<file path="src/rtl/demux_2bit_deser.sv">
// 2-bit slice deserializer: one slice per in_valid/in_ready handshake, assembled into a 2*SLICES-bit word.
// Optional DEMUX_LAST_SLICE_EN adds in_last to end a word early (unfilled slots stay 0).

module demux_2bit_deser_slot (
  input  logic       clk,
  input  logic       rst_n,
  input  logic       we_i,
  input  logic       clr_i,
  input  logic [1:0] din_i,
  output logic [1:0] dout_o
);
  logic [1:0] slot_q, slot_d;

  always_comb begin
    slot_d = slot_q;
    if (clr_i)     slot_d = 2'b00;
    else if (we_i) slot_d = din_i;
  end

  always_ff @(posedge clk) begin
    if (!rst_n) slot_q <= 2'b00;
    else        slot_q <= slot_d;
  end

  assign dout_o = slot_q;
endmodule

module demux_2bit_deser #(
  parameter int SLICES    = 4,
  parameter int CNT_W     = 2,
  parameter int MSB_FIRST = 0
) (
  input  logic                  clk,
  input  logic                  rst_n,
  input  logic [1:0]            in_slice,
  input  logic                  in_valid,
`ifdef DEMUX_LAST_SLICE_EN
  input  logic                  in_last,
`endif
  output logic                  in_ready,
  output logic [2*SLICES-1:0]   out_data,
  output logic                  out_valid,
  input  logic                  out_ready,
  output logic [CNT_W-1:0]      slice_cnt
);
  typedef enum logic {COLLECT = 1'b0, HOLD = 1'b1} state_t;

  localparam logic [CNT_W-1:0] LAST_IDX = CNT_W'(SLICES - 1);

  state_t                  state_q, state_d;
  logic [CNT_W-1:0]        cnt_q, cnt_d;
  logic [CNT_W-1:0]        slot_idx;
  logic                    accept, word_end, clr;
  logic [SLICES-1:0]       slot_we;
  logic [SLICES-1:0][1:0]  data_w;

  assign in_ready = rst_n & (state_q == COLLECT);
  assign accept   = in_valid & in_ready;
  assign slot_idx = (MSB_FIRST != 0) ? (LAST_IDX - cnt_q) : cnt_q;

`ifdef DEMUX_LAST_SLICE_EN
  assign word_end = (cnt_q == LAST_IDX) | in_last;
`else
  assign word_end = (cnt_q == LAST_IDX);
`endif

  always_comb begin
    state_d = state_q;
    cnt_d   = cnt_q;
    clr     = 1'b0;
    case (state_q)
      COLLECT: begin
        if (accept) begin
          if (word_end) begin
            state_d = HOLD;
            cnt_d   = '0;
          end else begin
            cnt_d   = cnt_q + 1'b1;
          end
        end
      end
      HOLD: begin
        // consume costs one bubble cycle: in_ready stays low this cycle
        if (out_ready) begin
          state_d = COLLECT;
          clr     = 1'b1;
        end
      end
      default: state_d = COLLECT;
    endcase
  end

  always_ff @(posedge clk) begin
    if (!rst_n) begin
      state_q <= COLLECT;
      cnt_q   <= '0;
    end else begin
      state_q <= state_d;
      cnt_q   <= cnt_d;
    end
  end

  for (genvar i = 0; i < SLICES; i++) begin : g_slot
    assign slot_we[i] = accept & (slot_idx == CNT_W'(i));
    demux_2bit_deser_slot u_slot (
      .clk    (clk),
      .rst_n  (rst_n),
      .we_i   (slot_we[i]),
      .clr_i  (clr),
      .din_i  (in_slice),
      .dout_o (data_w[i])
    );
  end

  assign out_data  = data_w;
  assign out_valid = (state_q == HOLD);
  assign slice_cnt = cnt_q;
endmodule

</file>
<file path="config.mk">
export PLATFORM = sky130hd
export DESIGN_NAME = demux_2bit_deser
export DESIGN_NICKNAME = d
export VERILOG_FILES = /design/src/rtl/demux_2bit_deser.sv
export SDC_FILE = /design/constraint.sdc
export NUM_CORES = 1
export LEC_CHECK = 0
export CAP_MARGIN = 20
export CORE_AREA = 10 10 47 49
export CTS_CLUSTER_DIAMETER = 120
export DETAILED_ROUTE_END_ITERATION = 8
export DIE_AREA = 0 0 57 59
export PLACE_DENSITY = 0.7
export SYNTH_ARGS = -nofsm -noshare
export SYNTH_HDL_FRONTEND = slang
export SYNTH_SLANG_ARGS = --single-unit
</file>
<file path="constraint.sdc">
create_clock -name clk -period 1.4 [get_ports clk]
set_clock_uncertainty 0.1 [all_clocks]
set_input_delay 0.28 -clock clk [delete_from_list [all_inputs] [get_ports clk]]
set_output_delay 0.28 -clock clk [all_outputs]
set_load 0.02 [all_outputs]
</file>
==> out/metrics.yaml <==
status: "finished, final reports clean"
cts_tree: "yes"
hp-start: "g_slot[2].u_slot.dout_o[1]"
gp_congestion: 0.779
yosys.area_share.simple: 0.225
ctsHtreeMaxLevel: 1
grt_usage: 0.0729
synth_nets: 60
cp-end-kind: "output pin"
synth_top_family_by_area: "simple AND/OR/NAND/NOR gates"
drive_gt1_frac: 0.176
tns_ns: 0
path_cells: "dlygate4sd2_1"
seq_area_frac_synth: 0.435
numCtsBuffers: 3
critPathTopFamily: "flip-flops"
grt_pass1_wl_um: 1890
ys_ff_latch: 11
cap_violations: 0
firstDrtPassIters: 2
cts_buffer_depth: 2
syn_inst: 50
vdd_drop_max_uv: 595
wl_per_cell_um: 12.5
synth_edf_count: 0
ys.flop_type: "dfxtp_1"
powerDensity_nw_per_um2: 904
drv_slew: 0
hold_viol_final: 0
dp_hpwl_um: 868
viasPerCell: 4.67
drc: 0
initial_utilization: 0.362
min_period_ns: 1.32
io_buffers: 17
hold_depth: 2
synth_compound_area_frac: 0
critPathSlowestCell: "dfxtp_2"
drtAntennaViolNets: 0
slew_headroom: 0.814
synth_fa_ha_area_frac: 0.0988
clk_latency_ns: 0.27
ff2ff_setup_slack_ns: 0.11
root_buffer: "clkbuf_4"
worstPathArrival_ns: 0.94
ys_warn_count: 0
grt_pass1_vias: 441
path_buf_inv: 1
r2r-start: "slice_cnt[1]"
fin_crit_sh: 0.941
antenna_found_initial: 0
reg2reg_depth: 6
drt_iter0_markers: 3
synth.avg_cell_area_um2: 10.1
core-area_um2: 1400
p_leak_nw: 0.396
yosysTopAreaCell: "dfxtp_1"
grt-ovfl-total: 0
synth_mux_area_frac: 0.217
cp-start-kind: "register"
hp-class: "reg2reg"
postCtsHoldBufs: 0
final_cells: 90
postSynth.asyncResetShare: 0
syn2layout_area_growth_pct: 46.2
path_clk_slew_ns: 0.07
clock-sinks: 11
rsz0062_at_grt: "no"
holdWs_ns: 0.394
routed-via-count: 420
setup_violations: 0
dp_cells: 86
rows: 14
die_x_um: 57
die_y_um: 59
wirelength_um: 1120
grt_max_degree: 9
post_cts_buffers: 0
yosys.area.top_type_share: 0.435
synthesis.area_um2: 507
crit_type: "reg2out"
worstPathRequired_ns: 1.02
tightest_slew_ns: 0.278
ios: 18
startpoint: "slice_cnt[0]"
synth_area_leaders: "dfxtp_1, mux2i_1, ha_1"
worstHoldEndpoint: "g_slot[2].u_slot.dout_o[1]"
synth_cell_types: 11
r2r_end: "g_slot[0].u_slot.dout_o[0]"
n_antenna_cell: 0
slowest_delay_ns: 0.33
max_freq_mhz: 759
num-nets-final: 85
synthTopCellsByCount: "dfxtp_1, mux2i_1, nor2_1"
synth-xor-area-share: 0
dieArea_um2: 3360
crit_fanout: 2
==> cell usage in the layout (no fill, tap or decap) <==
cell             netlist  layout
dlygate4sd2_1          0      11
clkdlybuf4s15_1        0       1
mux2i_1               11      11
inv_2                  0       1
clkbuf_1               0       1
nand4b_1               4       4
dfxtp_1               11       9
nor2_1                 9       9
buf_4                  0       4
nand2_1                3       3
ha_1                   4       3
and2_1                 1       1
dfxtp_2                0       2
inv_1                  2       1
buf_6                  0       1
clkbuf_4               0       3
clkdlybuf4s50_1        0       4
nor2b_1                3       3
ha_2                   0       1
nor2b_2                1       1
==> worst min-delay path, cell delays in order (launching register included) <==
cell and delay [ns]:
dfxtp_1 0.32, mux2i_1 0.07, nor2_1 0.07
==> report_power, final <==
| group | internal [mW] | leakage (nW) | total [mW] | switching, mW |
|---|---|---|---|---|
| sequential | 0.325 | 0.0900 | 0.330 | 0.00528 |
| combinational | 0.0587 | 0.291 | 0.122 | 0.0633 |
| clock | 0.110 | 0.0150 | 0.217 | 0.107 |
==> flip-flops by register name, indices dropped and copies added (netlist names) <==
signal and flops:
g_slot.u_slot.dout_o 8, slice_cnt 2, out_valid 1
==> timing repair <==
item                                    4_1_cts  5_1_grt
pin swaps                                     0        2
gates resized for setup                      17        6
cloned                                        0        0
endpoints found under the setup margin       12        6
==> worst max-delay path by stage <==
stage,to,slack (ns),cells after the start
floorplan,g_slot[0].u_slot.dout_o[0],0.03,5
global placement,in_ready,-0.47,3
detailed placement,in_ready,-0.47,3
CTS,g_slot[2].u_slot.dout_o[0],0.04,6
global route,g_slot[2].u_slot.dout_o[0],0.001,6
finish,slice_cnt[0],0.08,1
==> routing by layer <==
metal	vias to the layer above	wire length (um)	global-route usage
li1	217	-	-
met1	186	493	0.0732
met2	13	488	0.101
met3	4	109	0.0451
met4	0	30	0.0705
met5	-	0	0
==> metrics by stage <==
step	utilization	power, mW	area [um2]	setup WS, ns
global route	0.529	0.709	741	0.00123
floorplan	-	0.402	507	0.0301
CTS	0.521	0.682	731	0.0402
detailed placement	0.515	0.467	722	-0.467
global placement	0.515	0.464	722	-0.470
finish	0.529	0.670	741	0.0830
==> logic make-up (layout without fill, tap and decap cells) <==
group                      after synthesis  count (layout)
and+or+nand+nor                         21              21
muxes                                   11              11
DFF                                     11              11
adders and majority gates                4               4
buffers and inverters                    3              27
==> layout make-up <==
type	count	area, um2
Sequential cell	11	223
Clock buffer	4	26.3
Tap cell	16	20.0
Timing Repair Buffer	21	188
Inverter	2	7.51
Fill cell	149	661
Multi-Input combinational cell	36	277
(Power assumes the default switching activity.)
